$ cat config.mk
export PLATFORM = sky130hd
export DESIGN_NAME = card_datapath
export DESIGN_NICKNAME = d
export VERILOG_FILES = /design/src/rtl/baccarat_pkg.sv /design/src/rtl/card7seg.sv /design/src/rtl/card_datapath.sv
export SDC_FILE = /design/constraint.sdc
export NUM_CORES = 1
export LEC_CHECK = 0
export CAP_MARGIN = 20
export CORE_UTILIZATION = 59
export DETAILED_ROUTE_END_ITERATION = 8
export PLACE_DENSITY = 0.88
export SETUP_SLACK_MARGIN = 0.02
export SYNTH_ARGS = -nofsm -noshare
export SYNTH_HDL_FRONTEND = slang
export SYNTH_SLANG_ARGS = --single-unit
$ cat constraint.sdc
create_clock -name slow_clock -period 8.1 [get_ports slow_clock]
set_input_delay 0.81 -clock slow_clock [delete_from_list [all_inputs] [get_ports slow_clock]]
set_output_delay 0.81 -clock slow_clock [all_outputs]
set_load 0.005 [all_outputs]
$ cat src/rtl/baccarat_pkg.sv
// Shared card types, card codes and 7-segment glyphs for the baccarat datapath.
// Segment vectors are active-low, bit order {g,f,e,d,c,b,a}.
package baccarat_pkg;

    typedef logic [3:0] card_t;

    localparam card_t CARD_NONE = 4'd0;
    localparam card_t CARD_ACE  = 4'd1;
    localparam card_t CARD_KING = 4'd13;

    localparam logic [6:0] SEG_BLANK = 7'b1111111;
    localparam logic [6:0] SEG_A     = 7'b0001000;
    localparam logic [6:0] SEG_0     = 7'b1000000;
    localparam logic [6:0] SEG_1     = 7'b1111001;
    localparam logic [6:0] SEG_2     = 7'b0100100;
    localparam logic [6:0] SEG_3     = 7'b0110000;
    localparam logic [6:0] SEG_4     = 7'b0011001;
    localparam logic [6:0] SEG_5     = 7'b0010010;
    localparam logic [6:0] SEG_6     = 7'b0000010;
    localparam logic [6:0] SEG_7     = 7'b1111000;
    localparam logic [6:0] SEG_8     = 7'b0000000;
    localparam logic [6:0] SEG_9     = 7'b0010000;
    localparam logic [6:0] SEG_J     = 7'b1100001;
    localparam logic [6:0] SEG_Q     = 7'b0011000;
    localparam logic [6:0] SEG_K     = 7'b0001001;

    // Baccarat point value: tens and face cards count zero.
    function automatic logic [3:0] card_value(input card_t c);
        if (c >= 4'd1 && c <= 4'd9) begin
            card_value = c;
        end else begin
            card_value = 4'd0;
        end
    endfunction

    // Hand score of three cards, modulo 10.
    function automatic logic [3:0] hand_score(input card_t a,
                                              input card_t b,
                                              input card_t c);
        logic [4:0] sum;
        logic [4:0] m;
        sum = {1'b0, card_value(a)} + {1'b0, card_value(b)}
            + {1'b0, card_value(c)};
        m = sum % 5'd10;
        hand_score = m[3:0];
    endfunction

endpackage

$ cat src/rtl/card7seg.sv
// Combinational card code to active-low 7-segment glyph decoder.
// Ports: card (4-bit card code in), seg (7-bit active-low segments out).
module card7seg
    import baccarat_pkg::*;
(
    input  logic [3:0] card,
    output logic [6:0] seg
);

    always_comb begin
        seg = SEG_BLANK;
        case (card)
            4'd1:    seg = SEG_A;
            4'd2:    seg = SEG_2;
            4'd3:    seg = SEG_3;
            4'd4:    seg = SEG_4;
            4'd5:    seg = SEG_5;
            4'd6:    seg = SEG_6;
            4'd7:    seg = SEG_7;
            4'd8:    seg = SEG_8;
            4'd9:    seg = SEG_9;
            4'd10:   seg = SEG_0;
            4'd11:   seg = SEG_J;
            4'd12:   seg = SEG_Q;
            4'd13:   seg = SEG_K;
            default: seg = SEG_BLANK;
        endcase
    end

endmodule

$ cat src/rtl/card_datapath.sv
// Baccarat round datapath: card counter, six card registers, deal count,
// hand scores and HEX display drive.
// Ports: slow_clock/resetb (clock, async active-low reset); load_pcard1..3,
// load_dcard1..3 (capture strobes); pcard3, pscore, dscore (to round FSM);
// cards_dealt (saturating load count); HEX0..HEX5 (active-low segments).
module card_datapath
    import baccarat_pkg::*;
#(
    parameter logic [3:0] SEED     = 4'd1,
    parameter logic [3:0] CARD_MAX = 4'd13
) (
    input  logic       slow_clock,
    input  logic       resetb,
    input  logic       load_pcard1,
    input  logic       load_pcard2,
    input  logic       load_pcard3,
    input  logic       load_dcard1,
    input  logic       load_dcard2,
    input  logic       load_dcard3,
    output logic [3:0] pcard3,
    output logic [3:0] pscore,
    output logic [3:0] dscore,
    output logic [2:0] cards_dealt,
    output logic [6:0] HEX0,
    output logic [6:0] HEX1,
    output logic [6:0] HEX2,
    output logic [6:0] HEX3,
    output logic [6:0] HEX4,
    output logic [6:0] HEX5
);

    card_t      cnt_q, cnt_d;
    card_t      card_q [6];
    card_t      card_d [6];
    logic [2:0] dealt_q, dealt_d;
    logic [5:0] load;
    logic [6:0] hex [6];

    // Index order: 0..2 player cards, 3..5 dealer cards.
    assign load = {load_dcard3, load_dcard2, load_dcard1,
                   load_pcard3, load_pcard2, load_pcard1};

    always_comb begin
        // Out-of-range values also fold back to 1 so 0/14/15 never persist.
        if (cnt_q >= CARD_MAX || cnt_q == CARD_NONE) begin
            cnt_d = CARD_ACE;
        end else begin
            cnt_d = cnt_q + 4'd1;
        end
    end

    always_comb begin
        for (int i = 0; i < 6; i++) begin
            card_d[i] = card_q[i];
            if (load[i]) begin
                card_d[i] = cnt_q;
            end
        end
    end

    always_comb begin
        logic [3:0] sum;
        sum = {1'b0, dealt_q};
        for (int i = 0; i < 6; i++) begin
            sum = sum + {3'b000, load[i]};
        end
        dealt_d = (sum > 4'd6) ? 3'd6 : sum[2:0];
    end

    always_ff @(posedge slow_clock or negedge resetb) begin
        if (!resetb) begin
            cnt_q   <= SEED;
            dealt_q <= 3'd0;
            for (int i = 0; i < 6; i++) begin
                card_q[i] <= CARD_NONE;
            end
        end else begin
            cnt_q   <= cnt_d;
            dealt_q <= dealt_d;
            for (int i = 0; i < 6; i++) begin
                card_q[i] <= card_d[i];
            end
        end
    end

    assign pcard3      = card_q[2];
    assign cards_dealt = dealt_q;
    assign pscore      = hand_score(card_q[0], card_q[1], card_q[2]);
    assign dscore      = hand_score(card_q[3], card_q[4], card_q[5]);

    for (genvar g = 0; g < 6; g++) begin : g_seg
        card7seg u_seg (
            .card (card_q[g]),
            .seg  (hex[g])
        );
    end

    assign HEX0 = hex[0];
    assign HEX1 = hex[1];
    assign HEX2 = hex[2];
    assign HEX3 = hex[3];
    assign HEX4 = hex[4];
    assign HEX5 = hex[5];

endmodule

Yosys cells after proc, flatten, opt, wreduce, memory -nomap -nowiden

Memory sizes are Yosys's and may differ from the RTL's.
Index checks and enable logic that the tools add are counted.

$add $sub $neg: 11
Divide/modulo/power cells: 2
Magnitude comparators: 14
Mux-type cells: 8
Reduce and logical (&&, ||, !) cells: 8

Operators with widths:

| cell                                                                             | number |
|---|---|
| 4-bit two-way mux                                                                | 7 |
| 4-bit by 1-bit >= comparator with 1-bit output (second input constant)           | 6 |
| 4-bit <= comparator (second input constant)                                      | 6 |
| 4-bit by 1-bit adder with 4-bit output                                           | 5 |
| 4-bit by 4-bit adder with 5-bit output                                           | 2 |
| 5-bit by 4-bit adder with 5-bit output                                           | 2 |
| 5-bit by 4-bit remainder unit with 5-bit output (second input constant)          | 2 |
| 1-bit logical AND                                                                | 6 |
| 3-bit by 1-bit adder with 4-bit output                                           | 1 |
| 4-bit by 1-bit adder with 4-bit output (second input constant)                   | 1 |
| 4-bit >= comparator (second input constant)                                      | 1 |
| 4-bit by 3-bit greater-than comparator with 1-bit output (second input constant) | 1 |
| 4-bit zero test                                                                  | 1 |
| 3-bit two-way mux                                                                | 1 |
| 1-bit logical OR                                                                 | 1 |

Flip-flop bits (word level): 31
ROM bits: 672
Input port bits: 8
Output and inout bits: 57
Word-level logic and storage cells: 57
Memories kept: 6

Memory list:

| name            | words | bits a word | read ports | clocked after Yosys merged registers in | write ports | RTL line       | RTL |
|---|---|---|---|---|---|---|---|
| (no name shown) | 16    | 7           | 1          | 0                                       | 0           | card7seg.sv:12 | `case (card)` |
| (no name shown) | 16    | 7           | 1          | 0                                       | 0           | card7seg.sv:12 |  |
| (no name shown) | 16    | 7           | 1          | 0                                       | 0           | card7seg.sv:12 |  |
| (no name shown) | 16    | 7           | 1          | 0                                       | 0           | card7seg.sv:12 |  |
| (no name shown) | 16    | 7           | 1          | 0                                       | 0           | card7seg.sv:12 |  |
| (no name shown) | 16    | 7           | 1          | 0                                       | 0           | card7seg.sv:12 |  |

Longest topological paths before layout

Word-level depth: 8
Gate-level depth with buffers: 19
Depth with buffers taken out: 19

Hierarchy

Synthesis repeated with hierarchy kept, for this count alone.

Cells, all modules: 418
Area, all modules: 3880.0 um^2

By module, submodules not included:

| module                         | times used | cells an instance | area each (um^2) | sequential area each (um^2) |
|---|---|---|---|---|
| card_datapath                  | 1          | 218               | 2308.5           | 777.0 |
| card7seg at g_seg[2].u_seg ... | 4          | 33                | 256.5            | 0.0 |
| card7seg at g_seg[0].u_seg     | 1          | 34                | 281.5            | 0.0 |
| card7seg at g_seg[1].u_seg     | 1          | 34                | 264.0            | 0.0 |

Worst setup path after synthesis

No wires, ideal clock.

Kind: register to output
From: register card_q[9] (netlist name)
To: output dscore[2]
Arrival: 4.200 ns
Data required time: 7.290 ns
Setup slack: 3.090 ns
Cell stages (with the launch flop): 19
Path buffers: 0
Cells stage by stage: dfrtp_1 inv_1 ha_1 nor4b_1 a21oi_1 and2_1 fa_1 ha_1 fa_1 xor2_1 inv_1 ha_1 o22ai_1 xnor2_1 ha_1 o31a_2 nor3_2 mux2_2 mux2i_1

Cells in the longest elaborated chain, start to end: 6
Elaborated cells on any way between the ends: 7
Classes of those cells: add/sub (2); div (1); order compare (2); mux (1); reduce/logical (1)

RTL lines:

| what                                                                                         | RTL line            | RTL |
|---|---|---|
| start, declared                                                                              | card_datapath.sv:33 | `card_t card_q [6];` |
| start signal, assigned by index                                                              | card_datapath.sv:81 | `card_q[i] <= card_d[i];` |
| 4-bit by 1-bit >= comparator with 1-bit output / 4-bit <= comparator (equally long branches) | baccarat_pkg.sv:29  | `if (c >= 4'd1 && c <= 4'd9) begin` |
| 1-bit logical AND                                                                            | baccarat_pkg.sv:29  |  |
| 4-bit two-way mux *                                                                          | baccarat_pkg.sv:29  |  |
| 4-bit by 4-bit adder with 5-bit output *                                                     | baccarat_pkg.sv:42  | `sum = {1'b0, card_value(a)} + {1'b0, card_value(b)}` |
| 5-bit by 4-bit adder with 5-bit output *                                                     | baccarat_pkg.sv:43  | `+ {1'b0, card_value(c)};` |
| 5-bit by 4-bit remainder unit with 5-bit output *                                            | baccarat_pkg.sv:44  | `m = sum % 5'd10;` |
| end, declared                                                                                | card_datapath.sv:22 | `output logic [3:0] dscore,` |

Every way passes the cells marked *; elsewhere a longest branch is shown, timed or not.

Worst setup path after layout

From: register card_q[1] (netlist name)
To: output dscore[2]

Cells in the longest elaborated chain, start to end: 5
Elaborated cells on any way between the ends: 6
Classes of those cells: add/sub (1); div (1); order compare (2); mux (1); reduce/logical (1)

RTL lines:

| what                                                                                         | RTL line |
|---|---|
| 4-bit by 1-bit >= comparator with 1-bit output / 4-bit <= comparator (equally long branches) | baccarat_pkg.sv:29 |
| 1-bit logical AND                                                                            | baccarat_pkg.sv:29 |
| 4-bit two-way mux *                                                                          | baccarat_pkg.sv:29 |
| 5-bit by 4-bit adder with 5-bit output *                                                     | baccarat_pkg.sv:43 |
| 5-bit by 4-bit remainder unit with 5-bit output *                                            | baccarat_pkg.sv:44 |

Marked as above.

==> load_flow_metrics.sql <==
INSERT INTO impl_metrics (metric_group, metric, value, unit) VALUES
('drt', 'drtIter0Drc', '156', ''),
('finish', 'ff_latch_area', '777', 'sq um'),
('synthesis', 'synth_enable_flop_cells', '0', ''),
('worst_setup_path', 'cpPeakStageDelay', '0.51', 'ns'),
('sta', 'final_period_minus_worst_setup_slack', '6.36', 'ns'),
('clock_network', 'tritoncts', 'done', ''),
('worst_setup_path', 'startpoint_type', 'flop', ''),
('finish', 'post_route_cells_drive_above_1_share', '0.0600', ''),
('synthesis', 'cell_count_after_synthesis', '451', ''),
('drt', 'post-route-drc-count', '0', ''),
('sta', 'hold_viol_final', '0', ''),
('global_routing', 'grt_start_max_net_pins', '32', ''),
('die', 'die_outline_area', '6570', 'sq um'),
('synthesis', 'synth_cell_type_count', '47', ''),
('worst_setup_path', 'most_used_cell_cp', 'ha_1', ''),
('finish', 'antenna_cells', '0', ''),
('sta', 'max_slew_margin', '0.640', ''),
('power', 'power-per-cell-area', '173', 'nW/um^2'),
('place', 'hpwl', '6640', 'um'),
('clock_network', 'number_of_buffers_inserted_for_hold_repair_after_clock_tree_synthesis', '0', ''),
('clock_network', 'clk-insertion-delay-late', '0.29', 'ns'),
('synthesis', 'post_synthesis_compound_gate_area_fraction', '0.216', ''),
('sta', 'rsz0062_at_grt', 'false', ''),
('run_status', 'run_status', 'finished, final reports clean', ''),
('finish', 'fillCellCount', '442', ''),
('synthesis', 'count_of_yosys_warnings_during_synthesis', '0', ''),
('sta', 'max_slew.worst_pin.slew', '0.540', 'ns'),
('sta', 'report.final.slew_viol_count', '0', ''),
('finish', 'finish.cell_count_without_fillers', '575', ''),
('drt', 'totalWireLength', '8580', 'um'),
('die', 'start_util', '0.615', ''),
('worst_setup_path', 'worst_setup_end_kind', 'output pin', ''),
('die', 'rows', '28', ''),
('place', 'port_buffer_count', '64', ''),
('synthesis', 'synth_top_family_by_area', 'adder cells', ''),
('drt', 'vias', '3335', ''),
('hold_path', 'worstHoldPathType', 'reg -> reg', ''),
('clock_network', 'cts_root_buffer', 'clkbuf_8', ''),
('global_routing', 'globalRouteTotalUtil', '0.271', ''),
('synthesis', 'ys_seq_area_frac', '0.211', ''),
('finish', 'multi_input_comb_area', '2620', 'sq um'),
('synthesis', 'synth_top_cell_area_share', '0.204', ''),
('flow_run', 'max_cap_violations', '0', ''),
('place', 'placed_area', '4320', 'sq um'),
('global_routing', 'grt_overflow_total', '0', ''),
('worst_setup_path', 'path_buf_inv', '3', ''),
('finish', 'layout.cells.most_common_list', '64 x clkdlybuf4s50_1, 50 x inv_1, 48 x ha_1', ''),
('die', 'core_region_area', '5990', 'sq um'),
('synthesis', 'synth.top_cells.by_area', 'dfrtp_1 20%, ha_1 16%, fa_1 7.6%', ''),
('synthesis', 'synth.cell_area', '3690', 'sq um'),
('finish', 'layout.cells.most_common', 'clkdlybuf4s50_1', ''),
('synthesis', 'syn-mean-instance-area', '8.18', 'sq um'),
('sta', 'achievable-frequency', '0.157', 'GHz'),
('drt', 'drt_pass_1_iters', '5', ''),
('synthesis', 'synth-adder-area-share', '0.239', ''),
('clock_network', 'cts.sinks', '31', ''),
('finish', 'final_net_count', '569', ''),
('worst_setup_path', 'worst-setup-path-type', 'reg -> out', ''),
('worst_setup_path', 'critical_path.top_delay_family', 'adder cells', ''),
('die', 'die_w', '81.1', 'um'),
('die', 'floorplan.io_pins', '65', ''),
('clock_network', 'h-tree-depth', '2', ''),
('place', 'dpl.cell_count', '567', ''),
('synthesis', 'yosys_register_bits', '31', ''),
('synthesis', 'synth_simple_gate_area_frac', '0.164', ''),
('clock_network', 'cts_resized', '0', ''),
('finish', 'flow.area_growth_from_synthesis', '20.5', '%'),
('global_routing', 'grt_antenna_before_repair', '0', ''),
('clock_network', 'maximum_clock_path_buffer_count', '2', ''),
('synthesis', 'muxShareOfSynthArea', '0.0624', ''),
('synthesis', 'synthDominantAreaCellType', 'dfrtp_1', '');
==> kinds of logic after synthesis <==
kind of cell	count (synthesis)
AOI/OAI and AO/OA	127
buffers and inverters	74
muxes	21
adders and majority gates	62
xor gates and xnor gates	12
and+or+nand+nor	124
DFF	31
==> routing by layer <==
| metal | vias up | routed length [um] | GRT usage |
|---|---|---|---|
| met4 | 0 | 139 | 0.0768 |
| met2 | 102 | 4300 | 0.473 |
| met3 | 19 | 401 | 0.0461 |
| met5 | - | 0 | 0 |
| li1 | 1641 | - | - |
| met1 | 1573 | 3740 | 0.342 |
==> Yosys cell counts, drive strengths merged, types with 2 or more instances <==
library cell   n
or4            2
o22a           5
a31oi          3
dfrtp         30
mux2i          5
o22ai          2
a21o           2
a21oi         29
clkbuf        20
ha            48
o21bai         4
nor4b          4
inv           50
nor3           3
nand2b        10
xor2           5
buf            4
o31a           3
a2bb2oi        2
o31ai          9
nor2b         11
xnor2          7
mux2          16
a221oi         4
o211ai         5
nand3         11
o21ai         44
fa            14
and2          10
a211oi         8
nor2          34
nand2         36
==> metrics by stage <==
stage	hold WS, ns	power [mW]	util
detailed placement	0.532	0.606	0.722
global route	0.585	0.824	0.741
global placement	0.535	0.588	0.722
floorplan	0.514	0.441	-
finish	0.554	0.767	0.741
CTS	0.548	0.764	0.741
==> worst paths after layout <==
| path | start | slack, ns | end | cells past startpoint |
|---|---|---|---|---|
| max | card_q[1] | 1.74 | dscore[2] | 19 |
| min | cnt_q[0] | 0.55 | cnt_q[0] | 1 |
| max reg2reg | cards_dealt[0] | 5.81 | cards_dealt[0] | 8 |
| min reg2reg | cnt_q[0] | 0.55 | cnt_q[0] | 1 |
| max in group asynchronous | resetb | 6.87 | cnt_q[0] | 2 |
| min in group asynchronous | resetb | 0.90 | pcard3[2] | 2 |
==> state kept, by name (all words and copies together) (netlist names) <==
register	count
card_q	20
cnt_q	4
pcard3	4
cards_dealt	3
==> worst register-to-register path, stage by stage, from the launching register on <==
cell	delay (ns)
dfrtp_1	0.40
inv_1	0.08
fa_1	0.44
fa_1	0.38
inv_1	0.10
fa_1	0.44
a21oi_1	0.16
a31oi_1	0.06
nor3_1	0.15
==> final cells by class <==
cell class,count,share of cell area
Timing Repair Buffer,65,0.146
Clock buffer,6,0.0186
Tap cell,75,0.0211
Inverter,50,0.0423
Clock inverter,2,0.00789
Sequential cell,31,0.175
Multi-Input combinational cell,346,0.589
==> power by group <==
group	leakage (nW)	internal, mW	switching, mW
clock	0.0612	0.0995	0.0591
sequential	0.366	0.168	0.0240
combinational	1.57	0.224	0.193
total	2.00	0.491	0.276
Power figures use the tool's default switching activity.
